**config.mk**
```make
export PLATFORM = sky130hd
export DESIGN_NAME = dst_axis_framer
export DESIGN_NICKNAME = d
export VERILOG_FILES = /design/src/rtl/dst_axis_framer.sv
export SDC_FILE = /design/constraint.sdc
export NUM_CORES = 1
export LEC_CHECK = 0
export ABC_AREA = 1
export BUFFER_PORTS_ARGS = -buffer_cell sky130_fd_sc_hd__buf_2
export CORE_MARGIN = 2
export CORE_UTILIZATION = 61
export CTS_BUF_LIST = sky130_fd_sc_hd__clkbuf_8
export DETAILED_ROUTE_END_ITERATION = 10
export HOLD_SLACK_MARGIN = 0.12
export PLACE_DENSITY = 0.88
export SYNTH_ARGS = -nofsm -noshare
export SYNTH_HDL_FRONTEND = slang
export SYNTH_SLANG_ARGS = --single-unit
```
**constraint.sdc**
```tcl
create_clock -name clk -period 3.8 [get_ports clk]
set_clock_uncertainty 0.15 [all_clocks]
set_input_delay 0 -clock clk [delete_from_list [all_inputs] [get_ports clk]]
set_output_delay 0 -clock clk [all_outputs]
set_load 0.01 [all_outputs]
```
**src/rtl/dst_axis_framer.sv**
```systemverilog
// Output-stream framer: 2-entry skid buffer toward M_AXIS with per-frame TLAST generation.
// Optional statistics counters (fr_cnt, st_cnt) are enabled by defining DST_AXIS_FRAMER_STAT_EN.
module dst_axis_framer #(
    parameter int unsigned DW = 32,
    parameter int unsigned LW = 12
) (
    input  logic            clk,
    input  logic            reset,
    input  logic            start,
    input  logic [LW-1:0]   ds,
    input  logic            s_valid,
    input  logic [DW-1:0]   s_data,
    output logic            s_ready,
    output logic            m_valid,
    output logic [DW-1:0]   m_data,
    output logic [DW/8-1:0] m_strb,
    output logic            m_last,
    input  logic            m_ready,
    output logic            busy,
    output logic            done
`ifdef DST_AXIS_FRAMER_STAT_EN
    ,
    output logic [15:0]     fr_cnt,
    output logic [15:0]     st_cnt
`endif
);

    typedef enum logic [1:0] {StIdle, StRun, StDrain} state_e;

    state_e          state_q, state_d;
    logic [LW-1:0]   len_q, len_d;
    logic [LW-1:0]   cnt_q, cnt_d;
    logic            s_ready_q, s_ready_d;
    logic            busy_q, busy_d;
    logic            done_q, done_d;

    // Output register
    logic            mv_q, mv_d;
    logic [DW-1:0]   md_q, md_d;
    logic            ml_q, ml_d;

    // Skid register
    logic            sv_q, sv_d;
    logic [DW-1:0]   sd_q, sd_d;
    logic            sl_q, sl_d;

    logic            acc;
    logic            acc_last;
    logic            out_fire;
    logic            last_hs;

    always_comb begin
        acc      = s_valid & s_ready_q;
        // Last tag is captured with the word so output stalls cannot shift it.
        acc_last = (cnt_q == (len_q - 1'b1));
        out_fire = mv_q & m_ready;
        last_hs  = out_fire & ml_q;
    end

    always_comb begin
        state_d = state_q;
        len_d   = len_q;
        cnt_d   = cnt_q;
        unique case (state_q)
            StIdle: begin
                if (start && (ds != '0)) begin
                    state_d = StRun;
                    len_d   = ds;
                    cnt_d   = '0;
                end
            end
            StRun: begin
                if (acc) begin
                    cnt_d = cnt_q + 1'b1;
                    if (acc_last) begin
                        state_d = StDrain;
                    end
                end
            end
            StDrain: begin
                if (last_hs) begin
                    state_d = StIdle;
                end
            end
            default: state_d = StIdle;
        endcase
    end

    always_comb begin
        mv_d = mv_q;
        md_d = md_q;
        ml_d = ml_q;
        sv_d = sv_q;
        sd_d = sd_q;
        sl_d = sl_q;
        if (!mv_q || m_ready) begin
            if (sv_q) begin
                mv_d = 1'b1;
                md_d = sd_q;
                ml_d = sl_q;
                sv_d = acc;
                if (acc) begin
                    sd_d = s_data;
                    sl_d = acc_last;
                end
            end else begin
                mv_d = acc;
                if (acc) begin
                    md_d = s_data;
                    ml_d = acc_last;
                end
            end
        end else if (acc) begin
            // Output stalled: park the in-flight word in the skid entry.
            sv_d = 1'b1;
            sd_d = s_data;
            sl_d = acc_last;
        end
    end

    always_comb begin
        s_ready_d = (state_d == StRun) && !sv_d;
        busy_d    = (state_d != StIdle) || mv_d;
        done_d    = last_hs && (state_q == StDrain);
    end

    always_ff @(posedge clk) begin
        if (reset) begin
            state_q   <= StIdle;
            len_q     <= '0;
            cnt_q     <= '0;
            s_ready_q <= 1'b0;
            busy_q    <= 1'b0;
            done_q    <= 1'b0;
            mv_q      <= 1'b0;
            md_q      <= '0;
            ml_q      <= 1'b0;
            sv_q      <= 1'b0;
            sd_q      <= '0;
            sl_q      <= 1'b0;
        end else begin
            state_q   <= state_d;
            len_q     <= len_d;
            cnt_q     <= cnt_d;
            s_ready_q <= s_ready_d;
            busy_q    <= busy_d;
            done_q    <= done_d;
            mv_q      <= mv_d;
            md_q      <= md_d;
            ml_q      <= ml_d;
            sv_q      <= sv_d;
            sd_q      <= sd_d;
            sl_q      <= sl_d;
        end
    end

    assign s_ready = s_ready_q;
    assign m_valid = mv_q;
    assign m_data  = md_q;
    assign m_last  = ml_q;
    assign m_strb  = {(DW/8){mv_q}};
    assign busy    = busy_q;
    assign done    = done_q;

`ifdef DST_AXIS_FRAMER_STAT_EN
    logic [15:0] fr_cnt_q, fr_cnt_d;
    logic [15:0] st_cnt_q, st_cnt_d;

    always_comb begin
        fr_cnt_d = fr_cnt_q;
        st_cnt_d = st_cnt_q;
        if (done_d) begin
            fr_cnt_d = fr_cnt_q + 16'd1;
        end
        if (mv_q && !m_ready && (st_cnt_q != 16'hFFFF)) begin
            st_cnt_d = st_cnt_q + 16'd1;
        end
    end

    always_ff @(posedge clk) begin
        if (reset) begin
            fr_cnt_q <= '0;
            st_cnt_q <= '0;
        end else begin
            fr_cnt_q <= fr_cnt_d;
            st_cnt_q <= st_cnt_d;
        end
    end

    assign fr_cnt = fr_cnt_q;
    assign st_cnt = st_cnt_q;
`endif

endmodule

```
==> results.md <==
- Run status: complete, no violations
- Final setup violation count: 0
- Setup_tns: 0 ns
- Area occupied by multi-input gates: 2082 um^2
- Register area share after synthesis: 0.4360
- RSZ-0062 raised after global routing: no
- Sw Pwr: 676.7 uW
- Largest net degree at the start of global routing: 65
- Gate Count Post-Synth: 639
- Vias in the first global route: 4407
- Worst setup margin: 1.119 ns
- Clock Pin Slew Worst Setup and Hold Paths: 0.09 ns
- Top cells by area, synth: dfxtp_1, nand2_1, o21ai_0, a21oi_1, inv_1
- Core Box Area: 7176 um^2
- Int Power: 1.496 mW
- Flop2flop setup slack: 1.26 ns
- Largest fanout on the critical path: 26
- Setup crit end kind: flop
- Gr usage total: 0.3142
- Layout cells sized above 1: 0.1697
- Chip height: 89.45 um
- Most frequent cells in the layout: nand2_1, dfxtp_1, buf_2, o21ai_0, inv_1
- Power Total: 2.173 mW
- Clock power share: 0.307
- Remaining Overflow, GRT: 0
- Slew @ Worst Pin: 1.123 ns
- FMAX: 373.0 MHz
- Ys Warns: 0
- Number of remaining DRC errors: 0
- Initial antenna violation count: 0
- Leak: 2.583 nW
- Top-area cell type share of the netlist area: 0.4360
- Ant diodes: 0
- Port Buf Inserts: 89
- Worst path required time: 3.96 ns
- Die W: 89.45 um
- Hold Path Depth: 6
- DRT Wirelength: 12530 um
- Reg2reg path depth: 8
- Reg2reg start: state_q[0]
- CTS resizes: 0
- Final Net Count: 806
- PD cells: 389.0 nW/um^2
- Row count: 31
- VDD IR max: 286.4 uV
- Switching Share: 0.3114
- Placed Cells: 793
- Worst skew pair latency: 0.37 ns
- Synthesis-to-layout area growth: 25.39%
- RR Endpoint: len_q[11]
- Via count: 4799
- Wire length per cell: 14.59 um
- 1st-iter DRT viols: 356
- Tmin final: 2.681 ns
- Fin. Hold Viols: 0
- Clock Sinks: 97
- Biggest area consumer among synthesized cells: dfxtp_1
- Hold Crit Class: primary input to flop
- FILL cells: 497
- Seq cells post-synth: 97
- Vias per std cell: 5.587
- Hold Crit Endpoint: cnt_q[7]
- Hold path startpoint: start
- DP HPWL: 7785 um
- Num CTS Buffers: 9
- Mapped cell area: 4454 um^2
- Placer congestion estimate: 0.9874
- Top Ports: 90
- Startpoint class of the critical path: primary input
- Final critical-path share of the clock period: 0.7054
- Syn Area/Cell: 6.971 um^2
- Max Buffers Root-to-Sink: 2
- Sequential cell area: 1942 um^2
- Post-route ant nets: 0
- Total of max-cap violations: 0
- Final std cells w/o fill: 859
- Die ar.: 8001 um^2
- Unique masters post-synth: 28
- CTS root buf: clkbuf_8
- Place WS: 1.451 ns
- # H-tree levels: 3
- Initial core utilization: 0.6207
- CP Data Arrival Time: 2.84 ns
- First-pass GRT wire length: 19620 um
- Max Transition Viols Final: 0
- Syn nets: 690
- Pre-antenna DRT Iters: 5
- Slew margin rel.: 0.2494
- Post-Layout Inst Area: 5585 um^2
- Seq pwr share: 0.509
- CTS tree: done
- Commonest non-fill, non-tap cell in the layout: nand2_1
- Comb power frac: 0.184
- Placement Cell Area: 4893 um^2
- CP Class: primary input to flop
==> critical path, cell delays in order <==
cell           delay, ns
dlygate4sd3_1       0.55
buf_2               0.14
nor4_1              0.42
nand3_1             0.15
nand3_1             0.10
nand2_1             0.10
nand2_1             0.57
nand2_1             0.10
a21oi_1             0.16
dlygate4sd3_1       0.56
==> kinds of logic (layout without fill, tap and decap cells) <==
kind of cell | after synthesis | in the layout | share of synthesized area
and+or+nand+nor | 247 | 247 | 0.2343
xor gates and xnor gates | 10 | 10 | 0.01966
adders and majority gates | 2 | 2 | 0.005617
buffers and inverters | 110 | 231 | 0.09916
AOI/OAI and AO/OA | 173 | 173 | 0.2053
DFF | 97 | 97 | 0.4360
==> through the flow <==
step                hold WS, ns    util
finish                   0.1705  0.7784
global route             0.1885  0.7784
CTS                      0.1525  0.7784
detailed placement       0.1022  0.6820
global placement        0.09552  0.6820
floorplan              -0.08093       -
==> what timing repair did <==
| item | CTS | global route |
|---|---|---|
| hold buffers | 50 | 0 |
| buffers inserted | 0 | 0 |
| endpoints found under the hold margin | 91 | 0 |
==> sequential cells by signal (all words and copies together) (netlist names) <==
signal and flops:
m_data 32, busy 1, len_q 12, m_last 1, state_q 2, done 1
cnt_q 12, sl_q 1, s_ready 1, sd_q 32, sv_q 1, m_valid 1
==> how the worst max path moves through the flow <==
stage | from | end | slack (ns) | cells after the start
floorplan | len_q[0] | busy | 2.01 | 15
global placement | sv_q | sd_q[5] | 1.56 | 5
detailed placement | m_valid | sd_q[8] | 1.45 | 7
CTS | ds[3] | len_q[11] | 1.22 | 10
global route | ds[4] | len_q[11] | 1.07 | 10
finish | ds[4] | len_q[11] | 1.12 | 10
==> power groups by stage <==
stage | clock [mW] | combinational [mW] | sequential, mW
final | 0.667 | 0.400 | 1.11
after global routing | 0.710 | 0.443 | 1.11
after CTS | 0.664 | 0.390 | 1.10
after detailed placement | 0 | 0.349 | 1.13
after global placement | 0 | 0.338 | 1.12
after floorplan | 0 | 0.227 | 1.13
==> final cells by class <==
class,instances,area share
clock buffer,10,0.02464
clock inverter,6,0.009633
inverter,72,0.04839
multi-input combinational,432,0.3728
sequential,97,0.3477
tap,99,0.02218
timing repair buffer,143,0.1747
==> layer usage <==
layer / GRT usage / vias up / routed length, um
met5: 0 / - / 0
met4: 0.1750 / 0 / 558
met3: 0.05263 / 52 / 698
met2: 0.5448 / 206 / 6334
met1: 0.3671 / 2224 / 4942
li1: - / 2317 / -
==> cell usage after synthesis <==
| library cell | n |
|---|---|
| a21oi_1 | 60 |
| nor2_4 | 2 |
| a31oi_1 | 32 |
| o21ai_1 | 1 |
| nand2_2 | 2 |
| inv_2 | 6 |
| xor2_1 | 7 |
| nor3b_1 | 1 |
| inv_1 | 65 |
| nor2_1 | 34 |
| nor2_2 | 5 |
| nand3_1 | 26 |
| clkbuf_1 | 21 |
| buf_4 | 4 |
| nor3_1 | 3 |
| buf_2 | 11 |
| nand2_1 | 161 |
| xnor2_1 | 3 |
| o21bai_1 | 2 |
| nand4_1 | 5 |
| o21ai_0 | 77 |
| buf_1 | 2 |
| dfxtp_1 | 97 |
| clkinv_1 | 1 |
| nand3_2 | 3 |
| o21ai_2 | 1 |
| nor4_1 | 5 |
| ha_1 | 2 |
Note: power is estimated with default switching activity, not from simulation.
